File: config.mk
export PLATFORM = sky130hd
export DESIGN_NAME = ssd_scan
export DESIGN_NICKNAME = d
export VERILOG_FILES = /design/src/rtl/ssd_scan.sv
export SDC_FILE = /design/constraint.sdc
export NUM_CORES = 1
export LEC_CHECK = 0
export ABC_CLOCK_PERIOD_IN_PS = 4400
export BUFFER_PORTS_ARGS = -buffer_cell sky130_fd_sc_hd__buf_2
export CAP_MARGIN = 20
export CORE_MARGIN = 2
export CORE_UTILIZATION = 55
export DETAILED_ROUTE_END_ITERATION = 16
export PLACE_DENSITY = 0.78
export SYNTH_ARGS = -nofsm -noshare
export SYNTH_HDL_FRONTEND = slang
export SYNTH_SLANG_ARGS = --single-unit
File: constraint.sdc
create_clock -name clk -period 4.4 [get_ports clk]
set_clock_uncertainty 0.05 [all_clocks]
set_input_delay 0.88 -clock clk [delete_from_list [all_inputs] [get_ports clk]]
set_output_delay 0.88 -clock clk [all_outputs]
set_load 0.005 [all_outputs]
File: src/rtl/ssd_scan.sv
// ssd_scan: time-multiplexed driver for the eight-digit seven-segment display.
// Each frame is shown from one snapshot of ssds/blank/dp that is taken when
// digit 0 turns on. A guard gap with all anodes off separates every two digits.
module ssd_scan #(
  parameter logic [15:0] DIGIT_CYCLES     = 16'd50000,
  parameter logic [15:0] GUARD_CYCLES     = 16'd500,
  parameter logic [15:0] SIM_DIGIT_CYCLES = 16'd4
) (
  input  logic        clk,
  input  logic        rst,
  input  logic        in_sim,
  input  logic [31:0] ssds,
  input  logic [7:0]  blank,
  input  logic [7:0]  dp,
  output logic [7:0]  an,
  output logic [6:0]  seg,
  output logic        dp_n,
  output logic        frame_start
);

  typedef enum logic {GUARD, ON} state_t;

  state_t      state;
  logic [2:0]  dig;
  logic [15:0] cnt;
  logic [31:0] snap_ssds;
  logic [7:0]  snap_blank;
  logic [7:0]  snap_dp;

  logic [15:0] g_last, d_last;
  logic        guard_done, on_done, cap, show_on;
  logic [31:0] src_ssds;
  logic [7:0]  src_blank, src_dp;
  logic [3:0]  nib;
  logic        dig_blank, dig_dp;
  logic [7:0]  on_an;
  logic [6:0]  on_seg;
  logic        on_dpn;

  // Active-low {g,f,e,d,c,b,a} hex decode.
  function automatic logic [6:0] seg_decode(input logic [3:0] n);
    logic [6:0] s;
    case (n)
      4'h0: s = 7'b1000000;
      4'h1: s = 7'b1111001;
      4'h2: s = 7'b0100100;
      4'h3: s = 7'b0110000;
      4'h4: s = 7'b0011001;
      4'h5: s = 7'b0010010;
      4'h6: s = 7'b0000010;
      4'h7: s = 7'b1111000;
      4'h8: s = 7'b0000000;
      4'h9: s = 7'b0010000;
      4'hA: s = 7'b0001000;
      4'hB: s = 7'b0000011;
      4'hC: s = 7'b1000110;
      4'hD: s = 7'b0100001;
      4'hE: s = 7'b0000110;
      default: s = 7'b0001110;
    endcase
    return s;
  endfunction

  // Thresholds, state-exit conditions and the next-cycle ON output values.
  // On the edge that captures the snapshot, digit 0 decodes from the live
  // inputs so the captured value and the displayed value are the same word.
  always_comb begin
    g_last     = in_sim ? 16'd0 : GUARD_CYCLES - 16'd1;
    d_last     = (in_sim ? SIM_DIGIT_CYCLES : DIGIT_CYCLES) - 16'd1;
    guard_done = (state == GUARD) && (cnt == g_last);
    on_done    = (state == ON) && (cnt == d_last);
    cap        = guard_done && (dig == 3'd0);
    show_on    = guard_done || ((state == ON) && !on_done);
    src_ssds   = cap ? ssds  : snap_ssds;
    src_blank  = cap ? blank : snap_blank;
    src_dp     = cap ? dp    : snap_dp;
    nib        = src_ssds[{dig, 2'b00} +: 4];
    dig_blank  = src_blank[dig];
    dig_dp     = src_dp[dig];
    on_an      = dig_blank ? 8'hFF : ~(8'b1 << dig);
    on_seg     = dig_blank ? 7'h7F : seg_decode(nib);
    on_dpn     = dig_blank | ~dig_dp;
  end

  // Scan FSM, counters, snapshot and registered pin outputs share one edge.
  always_ff @(posedge clk or posedge rst) begin
    if (rst) begin
      state       <= GUARD;
      dig         <= 3'd0;
      cnt         <= 16'd0;
      snap_ssds   <= 32'd0;
      snap_blank  <= 8'd0;
      snap_dp     <= 8'd0;
      an          <= 8'hFF;
      seg         <= 7'h7F;
      dp_n        <= 1'b1;
      frame_start <= 1'b0;
    end else begin
      frame_start <= cap;
      if (cap) begin
        snap_ssds  <= ssds;
        snap_blank <= blank;
        snap_dp    <= dp;
      end
      if (show_on) begin
        an   <= on_an;
        seg  <= on_seg;
        dp_n <= on_dpn;
      end else begin
        an   <= 8'hFF;
        seg  <= 7'h7F;
        dp_n <= 1'b1;
      end
      case (state)
        GUARD: begin
          if (guard_done) begin
            state <= ON;
            cnt   <= 16'd0;
          end else begin
            cnt <= cnt + 16'd1;
          end
        end
        default: begin
          // A threshold that shrinks under cnt lets cnt wrap through 16 bits.
          if (on_done) begin
            state <= GUARD;
            cnt   <= 16'd0;
            dig   <= dig + 3'd1;
          end else begin
            cnt <= cnt + 16'd1;
          end
        end
      endcase
    end
  end

endmodule

* Word level (Yosys, flattened, before mapping)
Memories as Yosys holds them, arrays and structs flattened.
Cells that the tools add are included.
** Storage, ports and cells
- Bits in registers :: 85
- Bits in read-only memories :: 112
- Input port bits :: 51
- Output and inout bits :: 17
- Word-level logic and storage cells :: 51
- Memories :: 1
** Memories
- (name not given) :: depth 16, bits a word 7, rd ports 1, clocked after Yosys merged registers in 0, write ports 0, RTL line 43 : case (n)
** Operators by class
- $add $sub $neg :: 3
- Magnitude comparators :: 1
- Equal/unequal tests :: 2
- Shift-type cells :: 2
- Muxes and demuxes :: 20
- Bitwise gates (word level) :: 4
- Reductions and logical operators :: 8
** Operators with widths (number)
- two-way mux 16 bit :: 4
- two-way mux 32 bit :: 1
- two-way mux 8 bit :: 4
- variable part select 32 x 6 -> 4 bit :: 1
- adder 16 x 1 -> 16 bit (second input constant) :: 1
- equality test 16 bit :: 1
- equality test 16 x 9 -> 1 bit :: 1
- subtractor 16 x 1 -> 16 bit (second input constant) :: 1
- two-way mux 7 bit :: 2
- two-way mux 9 bit :: 1
- NOT 8 bit :: 1
- << shifter 1 x 3 -> 8 bit (first input constant) :: 1
- binary-select mux 1 bit (select 3 bit) :: 2
- two-way mux 1 bit :: 6
- logical AND 1 bit :: 4
- < comparator 3 x 4 -> 1 bit (second input constant) :: 1
- adder 3 x 1 -> 3 bit (second input constant) :: 1
- zero test 3 bit :: 1
- NOT 1 bit :: 2
- AND reduction 2 bit :: 1
- zero test 1 bit :: 1
- logical OR 1 bit :: 1
- bitwise OR 1 bit :: 1

* Depth between registers and ports, before layout
Gate-level depths: netlist of run 1.
- Depth after elaboration :: 10
- Gate-level depth with buffers :: 18
- Mapped depth without buffers :: 14

* Least setup slack after synthesis of run 1
OpenSTA, ideal clock, no wires.
- Kind :: register -> register
- Start :: register dig[0]
- End :: register seg[3]
- Data arrival time :: 3.704 ns
- Data required time :: 4.272 ns
- Slack :: 0.568 ns
- Cell stages (with the launch flop) :: 18
- Buffers on the path :: 4
- Path through :: dfrtp_1 -> clkbuf_1 -> inv_1 -> clkbuf_1 -> ha_1 -> nor2b_1 -> nor3b_1 -> nand4_2 -> buf_6 -> buf_6 -> mux2_1 -> mux2_2 -> a22oi_1 -> nand3_1 -> ha_1 -> mux2_1 -> mux2i_1 -> nand2_1
** On the way
- Cells in the longest elaborated chain, start to end :: 7
- Elaborated cells on any way between the ends :: 10
- Those cells by class :: shift: 1; mux: 6; reduce/logical: 2; memory: 1
** RTL lines
- start, declared :: RTL line 24 : logic [2:0] dig;
- start signal, assigned :: RTL line 128 : dig <= dig + 3'd1;
- zero test 3 bit :: RTL line 72 : cap = guard_done && (dig == 3'd0);
- logical AND 1 bit :: RTL line 72
- two-way mux 32 bit :: RTL line 74 : src_ssds = cap ? ssds : snap_ssds;
- via src_ssds[4] :: RTL line 32 : logic [31:0] src_ssds;
- variable part select 32 x 6 -> 4 bit :: RTL line 77 : nib = src_ssds[{dig, 2'b00} +: 4];
- memory read (16 x 7 bit)
- two-way mux 7 bit :: RTL line 81 : on_seg = dig_blank ? 7'h7F : seg_decode(nib);
- two-way mux 7 bit :: RTL line 105 : if (show_on) begin
- end signal, assigned :: RTL line 107 : seg <= on_seg;
- end, declared :: RTL line 16 : output logic [6:0] seg,
The timed path passes the listed nets, and every way through them passes these cells. The select of a mux whose other input is x is not followed.
A chain may end at the register's enable or synchronous reset.

* Final worst setup path of run 1
- Start :: input port in_sim
- End :: register seg[3]
** On the way
- Cells in the longest elaborated chain, start to end :: 9
- Elaborated cells on any way between the ends :: 19
- Those cells by class :: add/sub: 1; eq/ne: 2; shift: 1; mux: 8; reduce/logical: 6; memory: 1
** RTL lines
- start, declared :: RTL line 11 : input logic in_sim,
- two-way mux 9 bit :: RTL line 68 : g_last = in_sim ? 16'd0 : GUARD_CYCLES - 16'd1;
- equality test 16 x 9 -> 1 bit :: RTL line 70 : guard_done = (state == GUARD) && (cnt == g_last);
- logical AND 1 bit :: RTL line 70
- logical AND 1 bit :: RTL line 72
- two-way mux 32 bit :: RTL line 74
- via src_ssds[4] :: RTL line 32
- variable part select 32 x 6 -> 4 bit :: RTL line 77
- memory read (16 x 7 bit)
- two-way mux 7 bit :: RTL line 81
- two-way mux 7 bit :: RTL line 105
The timed path passes the listed nets, and every way through them passes these cells. The select of a mux whose other input is x is not followed.

==> results of run 1 <==
## sequential cells by signal (all words and copies together), names as in the netlist
register     cells
seg              7
frame_start      1
dig              3
dp_n             1
cnt             16
snap_ssds       32
state            1
an               8
snap_dp          8
snap_blank       8
## cell usage after synthesis (2+ instances only)
cell / n / area share, %
sky130_fd_sc_hd__mux4_1: 4 / 2.5
sky130_fd_sc_hd__and3_1: 5 / 0.74
sky130_fd_sc_hd__nand3_2: 3 / 0.71
sky130_fd_sc_hd__o221ai_1: 2 / 0.41
sky130_fd_sc_hd__nor2b_1: 3 / 0.44
sky130_fd_sc_hd__mux2_1: 13 / 3.5
sky130_fd_sc_hd__o2111ai_1: 2 / 0.41
sky130_fd_sc_hd__o211ai_1: 6 / 1.1
sky130_fd_sc_hd__nand3_1: 11 / 1.3
sky130_fd_sc_hd__xor2_1: 10 / 2.1
sky130_fd_sc_hd__dfrtp_1: 69 / 41
sky130_fd_sc_hd__dfstp_2: 16 / 10
sky130_fd_sc_hd__inv_1: 12 / 1.1
sky130_fd_sc_hd__mux4_2: 5 / 2.7
sky130_fd_sc_hd__a22oi_1: 2 / 0.36
sky130_fd_sc_hd__o21ai_0: 3 / 0.36
sky130_fd_sc_hd__or4_1: 2 / 0.36
sky130_fd_sc_hd__mux2_2: 25 / 6.7
sky130_fd_sc_hd__nand2b_1: 7 / 1.0
sky130_fd_sc_hd__clkbuf_1: 9 / 0.80
sky130_fd_sc_hd__ha_1: 13 / 3.9
sky130_fd_sc_hd__xnor2_1: 6 / 1.2
sky130_fd_sc_hd__buf_6: 3 / 0.80
sky130_fd_sc_hd__mux2i_1: 8 / 1.9
sky130_fd_sc_hd__nor2_1: 20 / 1.8
sky130_fd_sc_hd__a22oi_2: 2 / 0.59
sky130_fd_sc_hd__nand2_1: 93 / 8.3
## cell families after synthesis
kind of cell             count (synthesis)  synth area share (%)
AND/OR/NAND/NOR                        157                  17.1
flip-flops                              85                  50.8
multiplexers                            55                  17.2
buffers and inverters                   28                  3.14
AO/OA/AOI/OAI                           24                  4.62
XOR/XNOR                                16                  3.32
adder cells (fa/ha/maj)                 13                  3.85
## cell type report
class	count	share of cell area, %
Clock inverter	6	0.770
Inverter	13	1.03
Clock buffer	10	2.82
Timing Repair Buffer	76	8.93
Sequential cell	85	44.0
Tap cell	99	2.54
Multi-Input combinational cell	265	39.9
## metal layers
layer / track usage, % / up-vias
met4: 7.32 / 0
li1: - / 1429
met3: 3.29 / 11
met1: 28.7 / 1420
met5: 0 / -
met2: 35.6 / 61
## power groups by stage
stage	combinational (mW)	clock (mW)	sequential [mW]
floorplan	0.0158	0	0.796
global placement	0.0454	0	0.796
finish	0.0475	0.496	0.781
CTS	0.0459	0.507	0.781
global route	0.0541	0.535	0.781
detailed placement	0.0458	0	0.796
## through the flow
step | area, sq um | hold slack, ns | worst slack (ns) | utilization (%) | cells
2_1_floorplan | 4220 | 0.379 | 0.568 | - | 378
3_5_place_dp | 4670 | 0.402 | 0.359 | 63.7 | 537
6_report | 4880 | 0.408 | 0.709 | 66.5 | 554
5_1_grt | 4880 | 0.428 | 0.481 | 66.5 | 554
3_3_place_gp | 4670 | 0.390 | 0.459 | 63.7 | 537
4_1_cts | 4850 | 0.420 | 0.721 | 66.1 | 553
## worst paths after layout
kind | from | slack, ns | endpoint
hold / removal | rst | 0.41 | cnt[4]$_DFF_PP0_
max in group asynchronous | rst | 2.98 | seg[5]$_DFF_PP1_
setup reg to reg | dig[0]$_DFFE_PP0P_ | 0.75 | seg[3]$_DFF_PP1_
min in group clk | snap_dp[5]$_DFF_PP0_ | 0.42 | snap_dp[5]$_DFF_PP0_
hold reg to reg | snap_dp[5]$_DFF_PP0_ | 0.42 | snap_dp[5]$_DFF_PP0_
setup / recovery | in_sim | 0.71 | seg[3]$_DFF_PP1_
==> flow_metrics.py, run 1 <==
metrics = {
    "cells_and_area": {
        "mostFrequentLayoutCell": "sky130_fd_sc_hd__nand2_1",
        "regArea_sq_um": 2150,
        "fillCellCount": 566,
        "layout_common_cells": "sky130_fd_sc_hd__nand2_1, sky130_fd_sc_hd__dfrtp_1, sky130_fd_sc_hd__buf_2, sky130_fd_sc_hd__mux2_2, sky130_fd_sc_hd__nor2_1",
        "final_nets": 514,
        "area_delta_synth_final_pct": 15.4,
        "multi_input_gate_area_in_the_final_layout_sq_um": 1940,
        "drive_above_1_share_pct": 33.0,
        "inserted_diodes": 0,
    },
    "power_and_ir_drop": {
        "power.static_leakage_nw": 2.45,
        "power.switching_mw": 0.301,
        "power_per_cell_area_nw_per_um2": 272,
        "vdd_ir_drop_max_mv": 0.186,
        "totalPowerFinal_mw": 1.32,
        "share_of_total_power_consumed_by_net_switching_pct": 22.7,
        "power.clock.fraction_pct": 37.4,
        "power.share.combinational_pct": 3.6,
        "p_seq_share_pct": 59.0,
        "internal_power_mw": 1.02,
    },
    "clock_network": {
        "cts-buffers-inserted": 9,
        "cts_buffer_depth": 2,
        "cts_post_setup_buffers_inserted": 0,
        "h-tree-depth": 3,
        "cts_clk_pin_slew_worst_paths_ns": 0.08,
        "cts.hold.buffers_added": 0,
        "cts_root_buf": "sky130_fd_sc_hd__clkbuf_8",
        "cts_repair_resize_count": 0,
        "cts_tree": "yes",
        "clkSinkCount": 85,
        "worst_skew_pair.late_latency_ns": 0.35,
    },
    "logic_synthesis": {
        "asyncSetResetFlopFracSynth_pct": 100,
        "synth_seq_cells": 85,
        "post_synth_instance_area_sq_um": 4220,
        "synth_top_flop_cell": "sky130_fd_sc_hd__dfrtp_1",
        "synth.lib_cells_used.distinct": 51,
        "synthCells": 378,
        "synth_fp_nets": 442,
        "synth_seq_area_share_pct": 50.8,
        "synth_enable_flop_cells": 0,
        "postSynthAreaPerCell_sq_um": 11.2,
        "synth.yosys.warnings": 0,
    },
    "timing": {
        "fmax_mhz": 271,
        "final_period_minus_worst_setup_slack_ns": 3.69,
        "setup_viol": 0,
        "grt_setup_unrepaired": "no",
        "maxSlewViolCount": 0,
        "report.final.hold_viol_count": 0,
        "tightestPinTransition_ns": 0.847,
        "timing.max_slew.rel_slack_pct": 42.9,
        "layout_worst_path_cycle_share_pct": 83.9,
        "finalSetupTns_ns": 0,
    },
    "route": {
        "routed_wl_um": 8150,
        "met3_wirelength_um": 304,
        "detailed_route_iter0_violations": 145,
        "drc_errors": 0,
        "route.met2.wl_um": 3950,
        "antenna_left": 0,
        "top_layer": "met4",
        "dr_total_vias": 2921,
        "routed_wire_length_per_instance_um": 14.7,
        "first_pass_iters": 4,
        "wirelength_met1_um": 3780,
        "vias_per_cell": 5.27,
    },
    "global_route": {
        "grt_use_total_pct": 21.3,
        "grt_remaining_overflow": 0,
        "first_global_vias": 3080,
        "largest_net_degree_at_the_start_of_global_routing": 64,
        "grt_pass1_wl_um": 14300,
        "antenna_found_initial": 0,
    },
    "worst_setup_path": {
        "crit_arrival_ns": 3.92,
        "critical_path_peak_fanout": 56,
        "worst-r2r-cell-count": 15,
        "endpoint_kind": "register",
        "cp.depth": 13,
        "timing.critical_path.from_type": "input pin",
        "family_of_cells_with_the_greatest_summed_delay_on_the_critical_path": "multiplexers",
        "critPathKind": "input pin to register",
        "max_stage_delay_ns": 0.47,
        "cp_cell_sequence": "buf_2, or4b_1, o22ai_2, nand4_2, buf_12, mux2_1, mux2_2, a22oi_1, nand3_1, ha_1, mux2_1, mux2i_1, nand2_1",
        "critPathRequiredTime_ns": 4.63,
        "critPathMostFrequentCell": "sky130_fd_sc_hd__mux2_1",
        "critPathSlowestCell": "sky130_fd_sc_hd__or4b_1",
        "critPathBufInv": 2,
    },
    "outcome": {
        "outcome": "finished, final reports clean",
    },
    "floorplanning": {
        "initial_utilization_pct": 57.6,
        "num_rows": 31,
        "fp.dieArea_sq_um": 8400,
        "num_io_pins": 68,
        "dieHeight_um": 91.6,
        "die_width_um": 91.6,
        "floorplan.core_area_sq_um": 7330,
    },
    "place": {
        "place_congestion": 0.848,
        "dp_hpwl_um": 5770,
        "numPortBuffers": 67,
    },
    "flow_run": {
        "timing.max_cap.violations": 0,
    },
    "min_path": {
        "worst_hold_path_type": "input pin to asynchronous set/reset pin",
    },
}
Note: power is estimated with default switching activity, not from simulation.
==> run 2: changes to the inputs <==
--- a/config.mk
+++ b/config.mk
@@ -5,7 +5,7 @@
 export SDC_FILE = /design/constraint.sdc
 export NUM_CORES = 1
 export LEC_CHECK = 0
-export ABC_CLOCK_PERIOD_IN_PS = 4400
+export ABC_CLOCK_PERIOD_IN_PS = 3400
 export BUFFER_PORTS_ARGS = -buffer_cell sky130_fd_sc_hd__buf_2
 export CAP_MARGIN = 20
 export CORE_MARGIN = 2
==> constraint.sdc (replaced) <==
create_clock -name clk -period 3.4 [get_ports clk]
set_clock_uncertainty 0.05 [all_clocks]
set_input_delay 0.68 -clock clk [delete_from_list [all_inputs] [get_ports clk]]
set_output_delay 0.68 -clock clk [all_outputs]
set_load 0.005 [all_outputs]
==> run 2 against run 1 <==
Die area stayed put. Non-clock buffer count grew 24. Flip-flop and latch count did not move. Sequential power is 29% higher. Register-to-register slack got worse by 0.61 ns. Worst hold slack worse by 0.12 ns. Count of clock-buffer cells in the layout fell by 1. Combinational power up 29%. Sequential share of layout area down 2.8 points. Global-route usage up 1.1 points. Total power rose by 35%. Worst setup slack worse by 0.57 ns. Critical path type is now register to register. Critical endpoint unchanged. Highest routed layer unchanged.
==> flow_metrics.py, run 2 (synthesis results as in run 1) <==
metrics = {
    "route": {
        "drc_errors": 0,
        "routed_wire_length_per_instance_um": 15.3,
        "dr_total_vias": 3037,
        "antenna_left": 0,
        "routed_wl_um": 8850,
        "first_pass_iters": 4,
        "vias_per_cell": 5.25,
        "detailed_route_iter0_violations": 105,
    },
    "global_route": {
        "grt_pass1_wl_um": 14900,
        "grt_remaining_overflow": 0,
        "antenna_found_initial": 0,
        "first_global_vias": 3145,
        "grt_use_total_pct": 22.5,
        "largest_net_degree_at_the_start_of_global_routing": 35,
    },
    "power_and_ir_drop": {
        "vdd_ir_drop_max_mv": 0.209,
        "power.static_leakage_nw": 2.61,
        "totalPowerFinal_mw": 1.79,
        "power_per_cell_area_nw_per_um2": 344,
    },
    "worst_setup_path": {
        "crit_arrival_ns": 3.51,
        "critical_path_peak_fanout": 7,
        "timing.critical_path.from_type": "register",
        "critPathKind": "register to register",
        "endpoint_kind": "register",
        "critPathRequiredTime_ns": 3.65,
    },
    "clock_network": {
        "worst_skew_pair.late_latency_ns": 0.36,
        "cts-buffers-inserted": 9,
        "cts_root_buf": "sky130_fd_sc_hd__clkbuf_8",
        "cts_clk_pin_slew_worst_paths_ns": 0.09,
        "h-tree-depth": 3,
        "clkSinkCount": 85,
        "cts_tree": "yes",
        "cts_buffer_depth": 2,
    },
    "flow_run": {
        "timing.max_cap.violations": 0,
    },
    "timing": {
        "fmax_mhz": 306,
        "report.final.hold_viol_count": 0,
        "tightestPinTransition_ns": 0.560,
        "setup_viol": 0,
        "timing.max_slew.rel_slack_pct": 62.6,
        "fin_worst_hold_slack_ns": 0.289,
        "maxSlewViolCount": 0,
        "layout_worst_path_cycle_share_pct": 96.0,
        "final_period_minus_worst_setup_slack_ns": 3.26,
    },
    "outcome": {
        "outcome": "finished, final reports clean",
    },
    "cells_and_area": {
        "final_nets": 538,
        "final_cell_count_no_fill": 578,
        "top_register": "snap_ssds",
        "largest_reg_flops": 32,
        "final_util_pct": 71.1,
        "inserted_diodes": 0,
        "final_area_sq_um": 5210,
        "drive_above_1_share_pct": 40.3,
        "top_regs": "snap_ssds: 32 flops, cnt: 16 flops",
        "area_delta_synth_final_pct": 23.4,
        "mostFrequentLayoutCell": "sky130_fd_sc_hd__nand2_1",
        "layout_common_cells": "sky130_fd_sc_hd__nand2_1, sky130_fd_sc_hd__dfrtp_1, sky130_fd_sc_hd__buf_2, sky130_fd_sc_hd__buf_4, sky130_fd_sc_hd__mux2_2",
    },
    "place": {
        "place_congestion": 0.828,
        "numPortBuffers": 67,
        "dp_hpwl_um": 6270,
        "placedCellCount": 558,
        "cell_area_reported_after_detailed_placement_sq_um": 4870,
    },
    "floorplanning": {
        "initial_utilization_pct": 57.6,
        "num_io_pins": 68,
        "die_width_um": 91.6,
        "fp.dieArea_sq_um": 8400,
        "dieHeight_um": 91.6,
        "num_rows": 31,
        "floorplan.core_area_sq_um": 7330,
    },
    "min_path": {
        "worst_hold_path_type": "input pin to asynchronous set/reset pin",
    },
}
-- run 2: changes by cell type in the layout (fill, tap and decap cells not counted), sizes merged --
cell,change
bufinv,+1
buf,+23
clkinvlp,+1
clkinv,-2
inv,+1
-- run 2: area by class of cell --
| class | instances | area, sq um |
|---|---|---|
| Clock buffer | 9 | 124 |
| Sequential cell | 85 | 2150 |
| Inverter | 13 | 55.1 |
| Clock inverter | 7 | 73.8 |
| Multi-Input combinational cell | 265 | 2080 |
| Tap cell | 99 | 124 |
| Fill cell | 501 | 2120 |
| Timing Repair Buffer | 100 | 613 |
-- run 2: worst paths after layout --
check,endpoint,slack (ns),start,cells after the start
min,snap_ssds[10]$_DFF_PP0_,0.29,rst,2
max in group asynchronous,seg[3]$_DFF_PP1_,2.24,rst,3
max,seg[3]$_DFF_PP1_,0.14,cnt[10]$_DFF_PP0_,12
max reg2reg,seg[3]$_DFF_PP1_,0.14,cnt[10]$_DFF_PP0_,12
min in group clk,snap_ssds[11]$_DFF_PP0_,0.41,snap_ssds[11]$_DFF_PP0_,2
min reg2reg,snap_ssds[11]$_DFF_PP0_,0.41,snap_ssds[11]$_DFF_PP0_,2
-- run 2: layer usage --
metal	vias to the layer above	track usage [%]	part of all wire, %
li1	1480	-	-
met1	1475	31.6	47
met4	0	7.70	1.5
met2	72	35.1	47
met5	-	0	0
met3	10	4.44	4.1
-- run 2: power by group --
group / switching (mW) / internal, mW / leakage (nW) / total (mW)
clock: 0.378 / 0.343 / 0.100 / 0.721
combinational: 0.0333 / 0.0279 / 1.41 / 0.0612
sequential: 0 / 1.01 / 1.10 / 1.01
total: 0.411 / 1.38 / 2.61 / 1.79
-- run 2: through the flow --
step           setup TNS, ns  worst slack (ns)
6_report                   0             0.136
5_1_grt              -0.0140          -0.00761
4_1_cts                    0            0.0818
3_5_place_dp           -1.10            -0.176
3_3_place_gp          -0.794            -0.158
2_1_floorplan              0           0.00517
-- run 2: worst max-delay path, stage by stage, from the launching register on --
cell                      delay, ns
sky130_fd_sc_hd__dfrtp_1       0.42
sky130_fd_sc_hd__or4_4         0.57
sky130_fd_sc_hd__a21oi_4       0.18
sky130_fd_sc_hd__nand4_4       0.15
sky130_fd_sc_hd__buf_12        0.18
sky130_fd_sc_hd__mux2_4        0.30
sky130_fd_sc_hd__mux2_4        0.28
sky130_fd_sc_hd__a22oi_2       0.25
sky130_fd_sc_hd__nand3_4       0.16
sky130_fd_sc_hd__ha_4          0.21
sky130_fd_sc_hd__mux2_4        0.26
sky130_fd_sc_hd__mux2i_1       0.12
sky130_fd_sc_hd__nand2_1       0.06
-- run 2: what timing repair did --
item / CTS / global route
endpoints found under the setup margin: 0 / 5
setup buffers: 0 / 3
gates resized for setup: 0 / 22
hold buffers: 0 / 0
